File: src/rtl/joy_pkg.sv
// Shared types and constants for the DB15 joystick scanner.
package joy_pkg;

    typedef enum logic [2:0] {
        StLoad,
        StShiftLo,
        StShiftHi,
        StDone,
        StGap
    } state_e;

    localparam int unsigned P1_BASE  = 0;
    localparam int unsigned P2_BASE  = 12;
    localparam int unsigned PAD_BITS = 12;

    // Extracts one 12-bit pad field from the zero-extended raw frame.
    function automatic logic [15:0] pad_word(input logic [31:0] raw, input int unsigned base);
        return 16'(raw[base +: PAD_BITS]);
    endfunction

endpackage

File: src/rtl/joy_db15_scan_if.sv
// Adapter-side serial lines plus the decoded pad outputs of the scanner.
interface joy_db15_scan_if;

    logic        joy_data;
    logic        joy_clk;
    logic        joy_load;
    logic [15:0] joystick1;
    logic [15:0] joystick2;
    logic        present;
    logic        frame_strobe;

    modport master (
        input  joy_data,
        output joy_clk,
        output joy_load,
        output joystick1,
        output joystick2,
        output present,
        output frame_strobe
    );

    modport slave (
        output joy_data,
        input  joy_clk,
        input  joy_load,
        input  joystick1,
        input  joystick2,
        input  present,
        input  frame_strobe
    );

endinterface

File: src/rtl/joy_tick_gen.sv
// Free-running divider: tick_o is high for one clk every CLK_DIV clks.
module joy_tick_gen #(
    parameter int unsigned CLK_DIV = 24
) (
    input  logic clk_i,
    input  logic rst_i,
    output logic tick_o
);

    localparam int unsigned CntW = $clog2(CLK_DIV);

    logic [CntW-1:0] cnt_q;

    assign tick_o = (cnt_q == CntW'(CLK_DIV - 1));

    always_ff @(posedge clk_i) begin
        if (rst_i) begin
            cnt_q <= '0;
        end else if (tick_o) begin
            cnt_q <= '0;
        end else begin
            cnt_q <= cnt_q + 1'b1;
        end
    end

endmodule

File: src/rtl/joy_db15_scan.sv
// 74HC165-chain scanner for the DB15 UserIO adapter: load, shift, plausibility check and
// two-frame filter producing active-high pad words for two players.
module joy_db15_scan
    import joy_pkg::*;
#(
    parameter int unsigned CLK_DIV    = 24,
    parameter int unsigned FRAME_BITS = 24,
    parameter int unsigned GAP_TICKS  = 64,
    parameter int unsigned FILTER     = 1
) (
    input  logic            clk,
    input  logic            reset,
    joy_db15_scan_if.master joy_io
);

    localparam int unsigned BitW = $clog2(FRAME_BITS);
    localparam int unsigned GapW = (GAP_TICKS > 1) ? $clog2(GAP_TICKS) : 1;

    logic                  tick;
    logic [1:0]            sync_q;
    logic                  data_sync;
    state_e                state_q;
    logic                  load_half_q;
    logic [BitW-1:0]       bit_q;
    logic [GapW-1:0]       gap_q;
    logic [FRAME_BITS-1:0] raw_q;
    logic [FRAME_BITS-1:0] prev_q;
    logic                  joy_clk_q;
    logic                  joy_load_q;
    logic [15:0]           joy1_q;
    logic [15:0]           joy2_q;
    logic                  present_q;
    logic                  strobe_q;
    logic                  absent;

    joy_tick_gen #(
        .CLK_DIV (CLK_DIV)
    ) u_tick_gen (
        .clk_i  (clk),
        .rst_i  (reset),
        .tick_o (tick)
    );

    always_ff @(posedge clk) begin
        if (reset) begin
            sync_q <= 2'b11;
        end else begin
            sync_q <= {sync_q[0], joy_io.joy_data};
        end
    end

    assign data_sync = sync_q[1];
    // A data line stuck low reads as every button pressed: no adapter attached.
    assign absent    = &raw_q;

    always_ff @(posedge clk) begin
        if (reset) begin
            state_q     <= StLoad;
            load_half_q <= 1'b0;
            bit_q       <= '0;
            gap_q       <= '0;
            raw_q       <= '0;
            prev_q      <= '0;
            joy_clk_q   <= 1'b0;
            joy_load_q  <= 1'b1;
            joy1_q      <= '0;
            joy2_q      <= '0;
            present_q   <= 1'b0;
            strobe_q    <= 1'b0;
        end else begin
            strobe_q <= 1'b0;
            unique case (state_q)
                StLoad: begin
                    if (tick) begin
                        if (!load_half_q) begin
                            load_half_q <= 1'b1;
                            joy_load_q  <= 1'b0;
                        end else begin
                            load_half_q <= 1'b0;
                            joy_load_q  <= 1'b1;
                            bit_q       <= '0;
                            state_q     <= StShiftLo;
                        end
                    end
                end
                StShiftLo: begin
                    if (tick) begin
                        raw_q[bit_q] <= ~data_sync;
                        if (bit_q == BitW'(FRAME_BITS - 1)) begin
                            state_q <= StDone;
                        end else begin
                            joy_clk_q <= 1'b1;
                            state_q   <= StShiftHi;
                        end
                    end
                end
                StShiftHi: begin
                    if (tick) begin
                        joy_clk_q <= 1'b0;
                        bit_q     <= bit_q + 1'b1;
                        state_q   <= StShiftLo;
                    end
                end
                StDone: begin
                    prev_q  <= raw_q;
                    gap_q   <= '0;
                    state_q <= StGap;
                    if (absent) begin
                        joy1_q    <= '0;
                        joy2_q    <= '0;
                        present_q <= 1'b0;
                        strobe_q  <= 1'b1;
                    end else if ((FILTER == 0) || (raw_q == prev_q)) begin
                        joy1_q    <= pad_word(32'(raw_q), P1_BASE);
                        joy2_q    <= pad_word(32'(raw_q), P2_BASE);
                        present_q <= 1'b1;
                        strobe_q  <= 1'b1;
                    end
                end
                StGap: begin
                    if (tick) begin
                        if (gap_q == GapW'(GAP_TICKS - 1)) begin
                            gap_q      <= '0;
                            joy_load_q <= 1'b0;
                            state_q    <= StLoad;
                        end else begin
                            gap_q <= gap_q + 1'b1;
                        end
                    end
                end
                default: begin
                    state_q <= StLoad;
                end
            endcase
        end
    end

    assign joy_io.joy_clk      = joy_clk_q;
    assign joy_io.joy_load     = joy_load_q;
    assign joy_io.joystick1    = joy1_q;
    assign joy_io.joystick2    = joy2_q;
    assign joy_io.present      = present_q;
    assign joy_io.frame_strobe = strobe_q;

endmodule
File: src/flat_wrapper.sv
// flat-port wrapper written by rule: the top's interface ports become plain ports
module joy_db15_scan_flat import joy_pkg::*;
#(
    parameter int unsigned CLK_DIV    = 24,
    parameter int unsigned FRAME_BITS = 24,
    parameter int unsigned GAP_TICKS  = 64,
    parameter int unsigned FILTER     = 1
)
  (clk, reset, joy_io_joy_data, joy_io_joy_clk, joy_io_joy_load, joy_io_joystick1, joy_io_joystick2, joy_io_present, joy_io_frame_strobe);
  joy_db15_scan_if joy_io_i ();
  input  logic clk;
  input  logic reset;
  input wire logic [$bits(joy_io_i.joy_data)-1:0] joy_io_joy_data;
  output wire logic [$bits(joy_io_i.joy_clk)-1:0] joy_io_joy_clk;
  output wire logic [$bits(joy_io_i.joy_load)-1:0] joy_io_joy_load;
  output wire logic [$bits(joy_io_i.joystick1)-1:0] joy_io_joystick1;
  output wire logic [$bits(joy_io_i.joystick2)-1:0] joy_io_joystick2;
  output wire logic [$bits(joy_io_i.present)-1:0] joy_io_present;
  output wire logic [$bits(joy_io_i.frame_strobe)-1:0] joy_io_frame_strobe;
  assign joy_io_i.joy_data = joy_io_joy_data;
  assign joy_io_joy_clk = joy_io_i.joy_clk;
  assign joy_io_joy_load = joy_io_i.joy_load;
  assign joy_io_joystick1 = joy_io_i.joystick1;
  assign joy_io_joystick2 = joy_io_i.joystick2;
  assign joy_io_present = joy_io_i.present;
  assign joy_io_frame_strobe = joy_io_i.frame_strobe;
  joy_db15_scan #(.CLK_DIV(CLK_DIV), .FRAME_BITS(FRAME_BITS), .GAP_TICKS(GAP_TICKS), .FILTER(FILTER)) u_core (.clk(clk), .reset(reset), .joy_io(joy_io_i));
endmodule
File: config.mk
export PLATFORM = sky130hd
export DESIGN_NAME = joy_db15_scan_flat
export DESIGN_NICKNAME = d
export VERILOG_FILES = /design/src/rtl/joy_pkg.sv /design/src/rtl/joy_db15_scan_if.sv /design/src/rtl/joy_tick_gen.sv /design/src/rtl/joy_db15_scan.sv /design/src/flat_wrapper.sv
export SDC_FILE = /design/constraint.sdc
export NUM_CORES = 1
export LEC_CHECK = 0
export ABC_CLOCK_PERIOD_IN_PS = 5100
export BUFFER_PORTS_ARGS = -buffer_cell sky130_fd_sc_hd__buf_2
export CORE_UTILIZATION = 51
export CTS_CLUSTER_SIZE = 14
export DETAILED_ROUTE_END_ITERATION = 10
export HOLD_SLACK_MARGIN = 0.15
export PLACE_DENSITY = 0.68
export SLEW_MARGIN = 20
export SYNTH_ARGS = -nofsm -noshare
export SYNTH_HDL_FRONTEND = slang
export SYNTH_SLANG_ARGS = --single-unit
File: constraint.sdc
create_clock -name clk -period 5.1 [get_ports clk]
set_input_delay 0.765 -clock clk [delete_from_list [all_inputs] [get_ports clk]]
set_output_delay 0.765 -clock clk [all_outputs]
set_load 0.02 [all_outputs]
; After elaboration in Yosys (flattened, before gate mapping)
; Cells that the tools add are included.
[word_totals]
latchBits = 0
n_memories = 0
reg_bits = 106
word_cells = 90
rom_bits = 0
ramBits = 0
[classes]
eq_ne = 15
bitwise_logic = 2
order_cmp = 2
div = 0
n_shift = 0
reduce_logical = 18
add_sub_neg = 3
mul = 0
n_mux = 36
[op_table]
columns = op, count
row1 = 16-bit two-way mux, 4
row2 = 24-bit bitwise mux, 1
row3 = 24-bit equality test, 1
row4 = 24-bit AND reduction, 1
row5 = 3-bit two-way mux, 6
row6 = 5-bit two-way mux, 3
row7 = 3-bit one-hot mux with 5 select lines, 1
row8 = 1-bit two-way mux, 14
row9 = 6-bit two-way mux, 2
row10 = "2-bit by 1-bit inequality test with 1-bit output, second input constant", 6
row11 = 6-bit one-hot mux with 2 select lines, 1
row12 = 4-bit AND reduction, 3
row13 = "5-bit by 1-bit adder with 5-bit output, second input constant", 2
row14 = "5-bit equality test, second input constant", 2
row15 = 5-bit one-hot mux with 2 select lines, 1
row16 = 2-bit nonzero test, 5
row17 = 2-bit AND reduction, 4
row18 = "6-bit by 1-bit adder with 6-bit output, second input constant", 1
row19 = "3-bit by 2-bit equality test with 1-bit output, second input constant", 2
row20 = "6-bit equality test, second input constant", 1
row21 = "5-bit by 6-bit < comparator with 1-bit output, second input constant", 1
row22 = 6-bit AND reduction, 1
row23 = 1-bit demux with 5-bit select, 1
row24 = "5-bit by 1-bit greater-or-equal comparator with 1-bit output, second input constant", 1
row25 = other kinds (8), 11

; Depth between registers and ports, before layout
; Gate-level depths: netlist (run 1).
[depth]
depth_word = 5
depth_mapped = 8
mapped_depth_nobuf = 6

; Cells and area by module
; Synthesis (run 1) repeated with hierarchy kept, for this count alone.
[hier_totals]
cells_unflattened = 465
area_unflattened_um2 = 4297.9
[by_module_without_submodules]
columns = mod, instances, cells_each, area_each_um2
row1 = joy_db15_scan, 1, 447, 4078.9
row2 = joy_tick_gen, 1, 18, 219.0

; Worst setup path after synthesis (run 1)
; No wires, ideal clock.
[synth_timing]
path_type = reg2reg
from = reg u_core.u_tick_gen.cnt_q[0]
to = reg u_core.raw_q[16]
arrival_time_ns = 1.892
path_slack_ns = 3.117
path_buffers = 2
stages_incl_launch_ff = 9
t_required_ns = 5.009
setup_time_ns = 0.091
path_cell_list = dfxtp_1 ha_1 nand4b_2 or4b_1 buf_4 nor2_4 buf_6 a21oi_1 a311oi_1
[synth_between]
elab_chain_cells = 2
[synth_lines]
columns = item, line
row1 = from (decl), joy_tick_gen.sv:12  ; logic [CntW-1:0] cnt_q;
row2 = from (signal assigned), joy_tick_gen.sv:22  ; cnt_q <= cnt_q + 1'b1;
row3 = 5-bit equality test, joy_tick_gen.sv:14  ; assign tick_o = (cnt_q == CntW'(CLK_DIV - 1));
row4 = 2-bit AND reduction (no line), n/a
row5 = "to (signal, indexed assignment)", joy_db15_scan.sv:88  ; raw_q[bit_q] <= ~data_sync;
row6 = to (decl), joy_db15_scan.sv:26  ; logic [FRAME_BITS-1:0] raw_q;
; No other way between the ends.
; A chain may end at the register's enable or synchronous reset.

; Final worst setup path (run 1)
[layout_timing]
from = reg u_core.u_tick_gen.cnt_q[0]
to = reg u_core.raw_q[11]
; The elaborated chain is that of the path after synthesis.

==> summary.txt, run 1 <==
Setup path
  – Worst path bufs/invs: 0
  – Crit Path Max Fanout: 12
  – Crit end category: flop
  – Crit Path Category: flop to flop
  – Crit path DAT: 2630 ps
  – CP Launch Type: flop
  – Slowest CP cell: or4b_1
  – Slowest stage delay, CP: 720 ps
  – Cell family with most CP delay: simple AND/OR/NAND/NOR gates
  – Worst Path Required: 5350 ps
  – CP Cell Sequence: ha_1 -> nand4b_2 -> or4b_1 -> nor2_4 -> a21oi_1 -> a311oi_1

Power and ir drop
  – Tot Pwr: 1.26 mW
  – PD cells: 281 nW/um^2
  – Worst vdd ir: 0.151 mV
  – Leak: 1.57 nW

Synthesis
  – Netlist Area Pre-Place: 4190 sq um
  – Unique masters post-synth: 40
  – Top cells by area, synth: dfxtp_1 (47%), a21oi_1 (6.6%), nand2_1 (6.4%)
  – Warnings from Yosys: 0
  – Area leader, netlist: dfxtp_1
  – Number of flops mapped to enable cells by yosys: 0
  – Synth Register Bits: 98
  – Synth Instances: 466
  – Post-synth top area share: 46.8%
  – Most common cell in the netlist: dfxtp_1
  – Sequential area share after synthesis: 46.8%
  – Avg Inst Size Synth: 8.99 sq um
  – Synth top cells by count: dfxtp_1 (98), nand2_1 (71), a21oi_1 (55)
  – FFs w/ async S/R, synth: 0%
  – Ys flop type: dfxtp_1

Route
  – Pre-antenna DRT Iters: 4
  – Final wirelength: 8.18 mm
  – Via density: 5.43
  – DRC: 0
  – DR iter-0 viols: 188
  – Vias: 3174
  – Routed len/inst: 14.0 um
  – Antenna-violating nets left: 0

Global routing
  – Pin count of the biggest net entering global routing: 71
  – Met2 global-route usage: 33.2%
  – Total grt overflow: 0
  – First-pass GRT wire length: 14.1 mm
  – Initial antenna violation count: 0
  – Met1 GRT Util: 28.9%
  – Global route hottest layer: met2
  – GRT Total Usage: 21.0%
  – Vias in the first global route: 2837
  – GR Util met3: 3.94%

Run status
  – Status: finished, final reports clean

Floorplanning
  – Die extent in y: 92.6 um
  – Core Box Area: 7850 sq um
  – DIE WIDTH: 92.6 um
  – IO Pins: 39
  – Initial Utilization: 53.4%
  – Die ar.: 8580 sq um
  – Cell Rows: 32

Timing
  – Final Max Tran Viols: 0
  – Final period util: 46.6%
  – Clock skew: 12.5 ps
  – Minimum clock period: 2370 ps
  – Setup Viol. Count Final: 0
  – Least-Margin Pin Slew: 968 ps
  – Slew headroom: 35.3%
  – RSZ-0062 raised after global routing: false
  – Final hold vios: 0
  – Peak Freq: 421 MHz
  – Setup TNS Final: 0 ps

Clocking
  – TritonCTS clock tree: built
  – CTS sink count: 98
  – Gates resized, CTS repair: 0
  – H-tree levels: 3
  – Setup repair bufs after CTS: 0
  – Clock Latency Late Sink: 360 ps
  – Maximum clock path buffer count: 2
  – CTS Buf Count: 9
  – CTS root buf: clkbuf_8
  – Hold_buf cts: 0
  – Clock slew at reported path FFs: 100 ps

Min path
  – HP Class: flop to flop

Final layout
  – Layout cell share with drive strength beyond 1: 11.8%
  – NumNets Final: 487
  – # diodes: 0
  – Area grow syn2layout: 7.05%

Place
  – Post-DP HPWL: 5.65 mm
  – IO Port Bufs: 30
  – RePlAce Congestion: 0.792

Run
  – MaxCap Viol Count: 0
[path summary, 6_finish.rpt]
kind / startpoint / endpoint / cells after the start / slack, ps
worst max-delay path: u_core.u_tick_gen.cnt_q[0] / u_core.raw_q[11] / 6 / 2730
worst min-delay path: u_core.sync_q[0] / u_core.sync_q[1] / 1 / 420
worst max register to register: u_core.u_tick_gen.cnt_q[0] / u_core.raw_q[11] / 6 / 2730
worst min register to register: u_core.sync_q[0] / u_core.sync_q[1] / 1 / 420
[cell families (layout without fill, tap and decap cells)]
kind of cell               Yosys count  after routing  share of synthesized area (%)
DFF                                 98             98                           46.8
and+or+nand+nor                    144            144                           17.3
other                                1              8                         0.0895
xor gates and xnor gates            36             36                           7.52
adders and majority gates            6              6                           1.79
AOI/OAI and AO/OA                  119            119                           19.3
buffers and inverters               62             72                           7.17
[power breakdown]
part | internal [mW] | switching (mW) | total [mW]
registers | 0.767 | 0.00397 | 0.771
clock network | 0.186 | 0.281 | 0.467
logic | 0.00514 | 0.0189 | 0.0240
[state kept, by name, summed over array words and instances, names as in the netlist]
signal                      cells
u_core.prev_q                  24
u_core.raw_q                   24
u_core.joy_io.joystick1        12
u_core.joy_io.joystick2        12
u_core.gap_q                    6
u_core.bit_q                    5
u_core.u_tick_gen.cnt_q         5
u_core.state_q                  3
u_core.sync_q                   2
u_core.joy_io.frame_strobe      1
u_core.joy_io.joy_clk           1
u_core.joy_io.joy_load          1
u_core.joy_io.present           1
u_core.load_half_q              1
[worst register-to-register path, stage by stage, from the launching register on]
cell and delay, ps:
dfxtp_1 370, ha_1 270, nand4b_2 180, or4b_1 720
nor2_4 320, a21oi_1 100, a311oi_1 310
[routing by layer]
layer	vias up	share of wire [%]	wire [um]
met5	-	0	0
met4	0	1.5	121
met3	9	4.9	399
met2	66	48	3920
met1	1454	46	3740
li1	1645	-	-
[layout by cell type, fill, tap and decap left out, types with 3 or more instances in the layout]
master / instances
a21oi_1: 55
conb_1: 8
ha_1: 6
inv_1: 23
o21ai_0: 3
nor2_1: 17
nand4_1: 16
nor2_4: 4
nor3b_1: 5
nor4_1: 3
a211oi_1: 3
nand2_1: 71
buf_4: 3
nand3_1: 5
a2bb2oi_1: 9
nor3_1: 8
xor2_1: 8
o2bb2ai_1: 15
xnor2_1: 28
dfxtp_1: 98
a21o_1: 5
a311oi_1: 24
clkbuf_8: 9
inv_6: 3
buf_2: 30
[layout make-up]
cell class              instances  area, sq um
inverters                      23         86.3
multi-input cells             313         1950
flip-flops and latches         98         1960
repair buffers                 33          173
well taps                     102          128
clock inverters                 7         58.8
clock buffers                   9          124
fillers                       738         3360
[stage by stage]
| stage | setup slack, ps | hold WS [ps] | util, % | instance area (sq um) | instances |
|---|---|---|---|---|---|
| floorplan | 3120 | 389 | - | 4220 | 473 |
| global placement | 2750 | 392 | 54.8 | 4300 | 569 |
| detailed placement | 2760 | 399 | 54.8 | 4300 | 569 |
| CTS | 2720 | 423 | 57.2 | 4490 | 585 |
| global route | 2520 | 445 | 57.2 | 4490 | 585 |
| finish | 2730 | 417 | 57.2 | 4490 | 585 |
Power figures use the tool's default switching activity.
==> run 2, diff against run 1 <==
--- a/config.mk
+++ b/config.mk
@@ -5,7 +5,8 @@
 export SDC_FILE = /design/constraint.sdc
 export NUM_CORES = 1
 export LEC_CHECK = 0
-export ABC_CLOCK_PERIOD_IN_PS = 5100
+export ABC_AREA = 1
+export ABC_CLOCK_PERIOD_IN_PS = 2300
 export BUFFER_PORTS_ARGS = -buffer_cell sky130_fd_sc_hd__buf_2
 export CORE_UTILIZATION = 51
 export CTS_CLUSTER_SIZE = 14
==> constraint.sdc (replaced) <==
create_clock -name clk -period 2.3 [get_ports clk]
set_input_delay 0.345 -clock clk [delete_from_list [all_inputs] [get_ports clk]]
set_output_delay 0.345 -clock clk [all_outputs]
set_load 0.02 [all_outputs]
==> summary.txt, run 2 <==
Timing
  – Clock skew: 4.74 ps
  – RSZ-0062 raised after global routing: false
  – Final worst slack: 330 ps
  – Peak Freq: 508 MHz
  – Slew headroom: 62.6%
  – Final period util: 85.6%
  – Worst hold margin: 417 ps
  – Least-Margin Pin Slew: 557 ps
  – Minimum clock period: 1970 ps
  – Final hold vios: 0
  – Setup TNS Final: 0 ps
  – Setup Viol. Count Final: 0
  – Final Max Tran Viols: 0

Setup path
  – Crit Path Max Fanout: 26
  – Crit Path Category: flop to flop
  – Cell family with most CP delay: simple AND/OR/NAND/NOR gates
  – Worst Path Required: 2540 ps
  – Crit end category: flop
  – CP Cell Sequence: xnor2_1 -> nand2_1 -> nor2_1 -> nand2_1 -> nor2_4 -> nand3_2 -> nand4_1 -> o21ai_0
  – Worst path bufs/invs: 0
  – Most frequent CP cell: nand2_1
  – Crit path DAT: 2210 ps
  – CP Launch Type: flop
  – Slowest stage delay, CP: 470 ps
  – Slowest CP cell: dfxtp_1

Synthesis
  – Ys flop type: dfxtp_1
  – Synth top cells by count: dfxtp_1 (98), nor2_1 (84), nand2_1 (78)
  – Most common cell in the netlist: dfxtp_1
  – Number of flops mapped to enable cells by yosys: 0
  – Sequential area share after synthesis: 44.5%
  – Post-synth top area share: 44.5%
  – FFs w/ async S/R, synth: 0%
  – Synth Instances: 583
  – Synth Register Bits: 98
  – Avg Inst Size Synth: 7.57 sq um
  – Netlist Area Pre-Place: 4410 sq um
  – Top cells by area, synth: dfxtp_1 (44%), nor2_1 (7.1%), nand2_1 (6.6%)
  – Unique masters post-synth: 38
  – Warnings from Yosys: 0
  – Area leader, netlist: dfxtp_1

Route
  – Via density: 5.30
  – DR iter-0 viols: 136
  – Antenna-violating nets left: 0
  – Pre-antenna DRT Iters: 5
  – Routed len/inst: 13.1 um
  – Vias: 3810
  – DRC: 0
  – Final wirelength: 9.43 mm

Min path
  – HP Class: flop to flop

Final layout
  – Finished Cell Area: 4830 sq um
  – NumNets Final: 619
  – Fillers: 781
  – Commonest non-fill, non-tap cell in the layout: dfxtp_1
  – Largest regs: u_core.prev_q x24, u_core.raw_q x24
  – # diodes: 0
  – Layout cell share with drive strength beyond 1: 11.7%
  – Area grow syn2layout: 9.56%
  – Most frequent cells in the layout: dfxtp_1 (98), nor2_1 (84), nand2_1 (78)

Place
  – Post-DP HPWL: 6.57 mm
  – IO Port Bufs: 30
  – Post-DP Area: 4620 sq um
  – RePlAce Congestion: 0.807
  – Setup WS pre-CTS: 358 ps

Global routing
  – Total grt overflow: 0
  – Initial antenna violation count: 0
  – Pin count of the biggest net entering global routing: 62
  – GRT Total Usage: 22.7%
  – First-pass GRT wire length: 15.9 mm
  – Vias in the first global route: 3406

Clocking
  – Clock slew at reported path FFs: 90 ps
  – CTS sink count: 98
  – Clock Latency Late Sink: 360 ps
  – TritonCTS clock tree: built
  – CTS Buf Count: 9
  – H-tree levels: 3
  – Maximum clock path buffer count: 2
  – Setup repair bufs after CTS: 0
  – CTS root buf: clkbuf_8

Floorplanning
  – DIE WIDTH: 95.0 um
  – Initial Utilization: 53.1%
  – Die extent in y: 95.0 um
  – Die ar.: 9020 sq um
  – IO Pins: 39
  – Core Box Area: 8300 sq um
  – Cell Rows: 33

Run status
  – Status: finished, final reports clean

Power and ir drop
  – Leak: 2.13 nW
  – PD cells: 612 nW/um^2
  – Tot Pwr: 2.96 mW
  – Worst vdd ir: 0.384 mV

Run
  – MaxCap Viol Count: 0
[run 2: per-stage QoR]
stage               util, %  instances
floorplan                 -        590
global placement       55.7        703
detailed placement     55.7        703
CTS                    58.2        719
global route           58.2        719
finish                 58.2        719
[run 2: worst paths after layout]
kind	startpoint	to	slack (ps)	cells after the start
setup / recovery	u_core.raw_q[14]	u_core.joy_io.joystick1[1]	330	8
hold / removal	u_core.sync_q[0]	u_core.sync_q[1]	420	1
setup reg to reg	u_core.raw_q[14]	u_core.joy_io.joystick1[1]	330	8
hold reg to reg	u_core.sync_q[0]	u_core.sync_q[1]	420	1
[run 2: final cells by class]
type | count | area, sq um | area share [%]
clock buffer | 12 | 135 | 2.80
clock inverter | 3 | 65.1 | 1.35
inverter | 61 | 229 | 4.74
multi-input combinational | 403 | 2090 | 43.3
sequential | 98 | 1960 | 40.6
tap | 105 | 131 | 2.72
timing repair buffer | 37 | 218 | 4.51
[run 2: report_power, final]
part	switching, mW	internal (mW)	leakage [nW]
sequential	0.00347	1.70	0.790
clock	0.574	0.607	0.100
combinational	0.0548	0.0174	1.24
total	0.632	2.33	2.13
[run 2: per-layer routing]
metal	track usage (%)	part of all wire (%)
met5	0	0
met4	6.69	0.80
met3	6.28	4.3
met2	37.4	46
met1	29.0	48
[run 2: worst register-to-register path, stage by stage (launching register included)]
cell	delay, ps
dfxtp_1	470
xnor2_1	160
nand2_1	60
nor2_1	130
nand2_1	120
nor2_4	170
nand3_2	420
nand4_1	220
o21ai_0	110
[run 2: cell families (layout without fill, tap and decap cells)]
| logic type | Yosys count | count (layout) | synth area share, % |
|---|---|---|---|
| compound gates | 96 | 96 | 11.6 |
| xor+xnor | 19 | 19 | 3.77 |
| fa+ha+maj | 6 | 6 | 1.70 |
| buf+inv | 89 | 113 | 8.68 |
| flops | 98 | 98 | 44.5 |
| other cells | 1 | 8 | 0.0850 |
| simple gates | 274 | 274 | 29.7 |
[run 2: what timing repair did]
action	CTS	global route
hold endpoints to repair	1	0
endpoints found under the setup margin	0	0
gates resized for setup	0	0
hold buffers	1	0
==> run 3, diff against run 2 <==
--- a/config.mk
+++ b/config.mk
@@ -7,12 +7,13 @@
 export LEC_CHECK = 0
 export ABC_AREA = 1
 export ABC_CLOCK_PERIOD_IN_PS = 2300
-export BUFFER_PORTS_ARGS = -buffer_cell sky130_fd_sc_hd__buf_2
 export CORE_UTILIZATION = 51
 export CTS_CLUSTER_SIZE = 14
 export DETAILED_ROUTE_END_ITERATION = 10
+export DONT_BUFFER_PORTS = 1
 export HOLD_SLACK_MARGIN = 0.15
-export PLACE_DENSITY = 0.68
+export PLACE_DENSITY = 0.64
+export REMOVE_ABC_BUFFERS = 1
 export SLEW_MARGIN = 20
 export SYNTH_ARGS = -nofsm -noshare
 export SYNTH_HDL_FRONTEND = slang
==> summary.txt, run 3 (synthesized netlist as in run 2, its figures left out) <==
Clocking
  – TritonCTS clock tree: built
  – H-tree levels: 3
  – Clock Latency Late Sink: 360 ps
  – CTS root buf: clkbuf_8
  – CTS sink count: 98
  – Maximum clock path buffer count: 2
  – CTS Buf Count: 9
  – Gates resized, CTS repair: 0
  – Clock slew at reported path FFs: 90 ps

Setup path
  – Crit Path Category: flop to flop
  – CP Cell Sequence: nand4_1 -> or2_2 -> nor2_1 -> nand3_2 -> buf_4 -> nand3_1 -> a21oi_1
  – Worst Path Required: 2500 ps
  – CP Launch Type: flop
  – Worst path bufs/invs: 1
  – Slowest CP cell: dfxtp_1
  – Crit Path Max Fanout: 14
  – Crit path DAT: 2220 ps
  – Cell family with most CP delay: simple AND/OR/NAND/NOR gates
  – Slowest stage delay, CP: 430 ps
  – Crit end category: flop

Global routing
  – Pin count of the biggest net entering global routing: 27
  – Initial antenna violation count: 0
  – Vias in the first global route: 3409
  – Total grt overflow: 0
  – First-pass GRT wire length: 15.9 mm
  – GRT Total Usage: 22.9%

Final layout
  – Layout cell share with drive strength beyond 1: 7.82%
  – Multi-input logic area: 2090 sq um
  – # diodes: 0
  – Largest regs: u_core.prev_q x24, u_core.raw_q x24
  – Register area: 1960 sq um
  – NumNets Final: 592
  – Commonest non-fill, non-tap cell in the layout: dfxtp_1
  – Fillers: 785
  – Final core occ: 56.5%
  – Area grow syn2layout: 6.33%
  – Most frequent cells in the layout: dfxtp_1 (98), nor2_1 (84), nand2_1 (78)

Route
  – DR iter-0 viols: 149
  – Final wirelength: 9.52 mm
  – Antenna-violating nets left: 0
  – Pre-antenna DRT Iters: 5
  – Routed len/inst: 13.7 um
  – DRC: 0
  – Via density: 5.34
  – Vias: 3703

Timing
  – Final Max Tran Viols: 0
  – Setup Viol. Count Final: 0
  – Clock skew: 11.6 ps
  – RSZ-0062 raised after global routing: false
  – Final period util: 87.7%
  – Minimum clock period: 2020 ps
  – Slew headroom: 30.8%
  – Setup TNS Final: 0 ps
  – Peak Freq: 496 MHz
  – Final hold vios: 0
  – Least-Margin Pin Slew: 1030 ps

Power and ir drop
  – Logic pwr share: 2.6%
  – Sw power: 0.635 mW
  – Leak: 1.97 nW
  – Reg power frac: 60.6%
  – Clock power share: 36.7%
  – Worst vdd ir: 0.398 mV
  – PD cells: 599 nW/um^2
  – Switching portion of total power: 22.6%
  – Int Power: 2.18 mW

Run
  – MaxCap Viol Count: 0

Run status
  – Status: finished, final reports clean

Min path
  – HP Class: flop to flop

Floorplanning
  – Core Box Area: 8300 sq um
  – IO Pins: 39
  – Die extent in y: 95.0 um
  – Die ar.: 9020 sq um
  – DIE WIDTH: 95.0 um
  – Cell Rows: 33
  – Initial Utilization: 53.1%

Place
  – Post-DP HPWL: 6.74 mm
  – RePlAce Congestion: 0.816
  – IO Port Bufs: 0
run 3: cell types whose count changed in the layout (fill, tap and decap cells not counted), sizes merged:
cell,delta
clkinvlp,+2
bufinv,-2
buf,-28
clkbuf,+1
dlygate4sd3,+1
run 3: through the flow:
stage | cells | hold slack (ps) | setup slack (ps) | total power [mW] | cell area, sq um
CTS | 693 | 421 | 300 | 2.84 | 4690
detailed placement | 675 | 399 | 313 | 1.81 | 4490
floorplan | 562 | 389 | 275 | 1.79 | 4280
finish | 693 | 418 | 283 | 2.81 | 4690
global route | 693 | 439 | 83.5 | 2.93 | 4690
global placement | 675 | 397 | 368 | 1.81 | 4490
run 3: path summary, 6_finish.rpt:
path,start,end,slack [ps],cells past startpoint
max reg2reg,u_core.raw_q[15],u_core.joy_io.joystick2[9],280,7
max,u_core.raw_q[15],u_core.joy_io.joystick2[9],280,7
min reg2reg,u_core.sync_q[0],u_core.sync_q[1],420,1
min,u_core.sync_q[0],u_core.sync_q[1],420,1
run 3: repair_timing:
item                                   in CTS  in global routing
hold buffers                                2                  0
buffers inserted                            0                  0
endpoints found under the hold margin      26                  0
run 3: layer usage:
layer	routed length (um)	global-route usage, %	vias to the layer above
li1	-	-	1905
met1	4680	30.8	1711
met2	4350	37.0	77
met3	402	4.51	10
met4	92	7.20	0
met5	0	0	-
run 3: power by group through the flow:
stage	logic (mW)	registers, mW	clock network (mW)
after floorplan	0.0404	1.75	0
after global routing	0.0834	1.71	1.14
after CTS	0.0750	1.70	1.06
final	0.0741	1.70	1.03
after detailed placement	0.0647	1.74	0
after global placement	0.0644	1.74	0
run 3: worst register-to-register path, cell delays in order (launching register included):
cell     delay [ps]
dfxtp_1         430
nand4_1         180
or2_2           330
nor2_1          150
nand3_2         290
buf_4           310
nand3_1         100
a21oi_1          80
run 3: cell type report:
type / instances / share of cell area [%]
clock buffers: 13 / 3.39
clock inverters: 3 / 0.507
inverters: 61 / 4.88
repair buffers: 10 / 1.97
multi-input cells: 403 / 44.6
flip-flops and latches: 98 / 41.8
well taps: 105 / 2.80
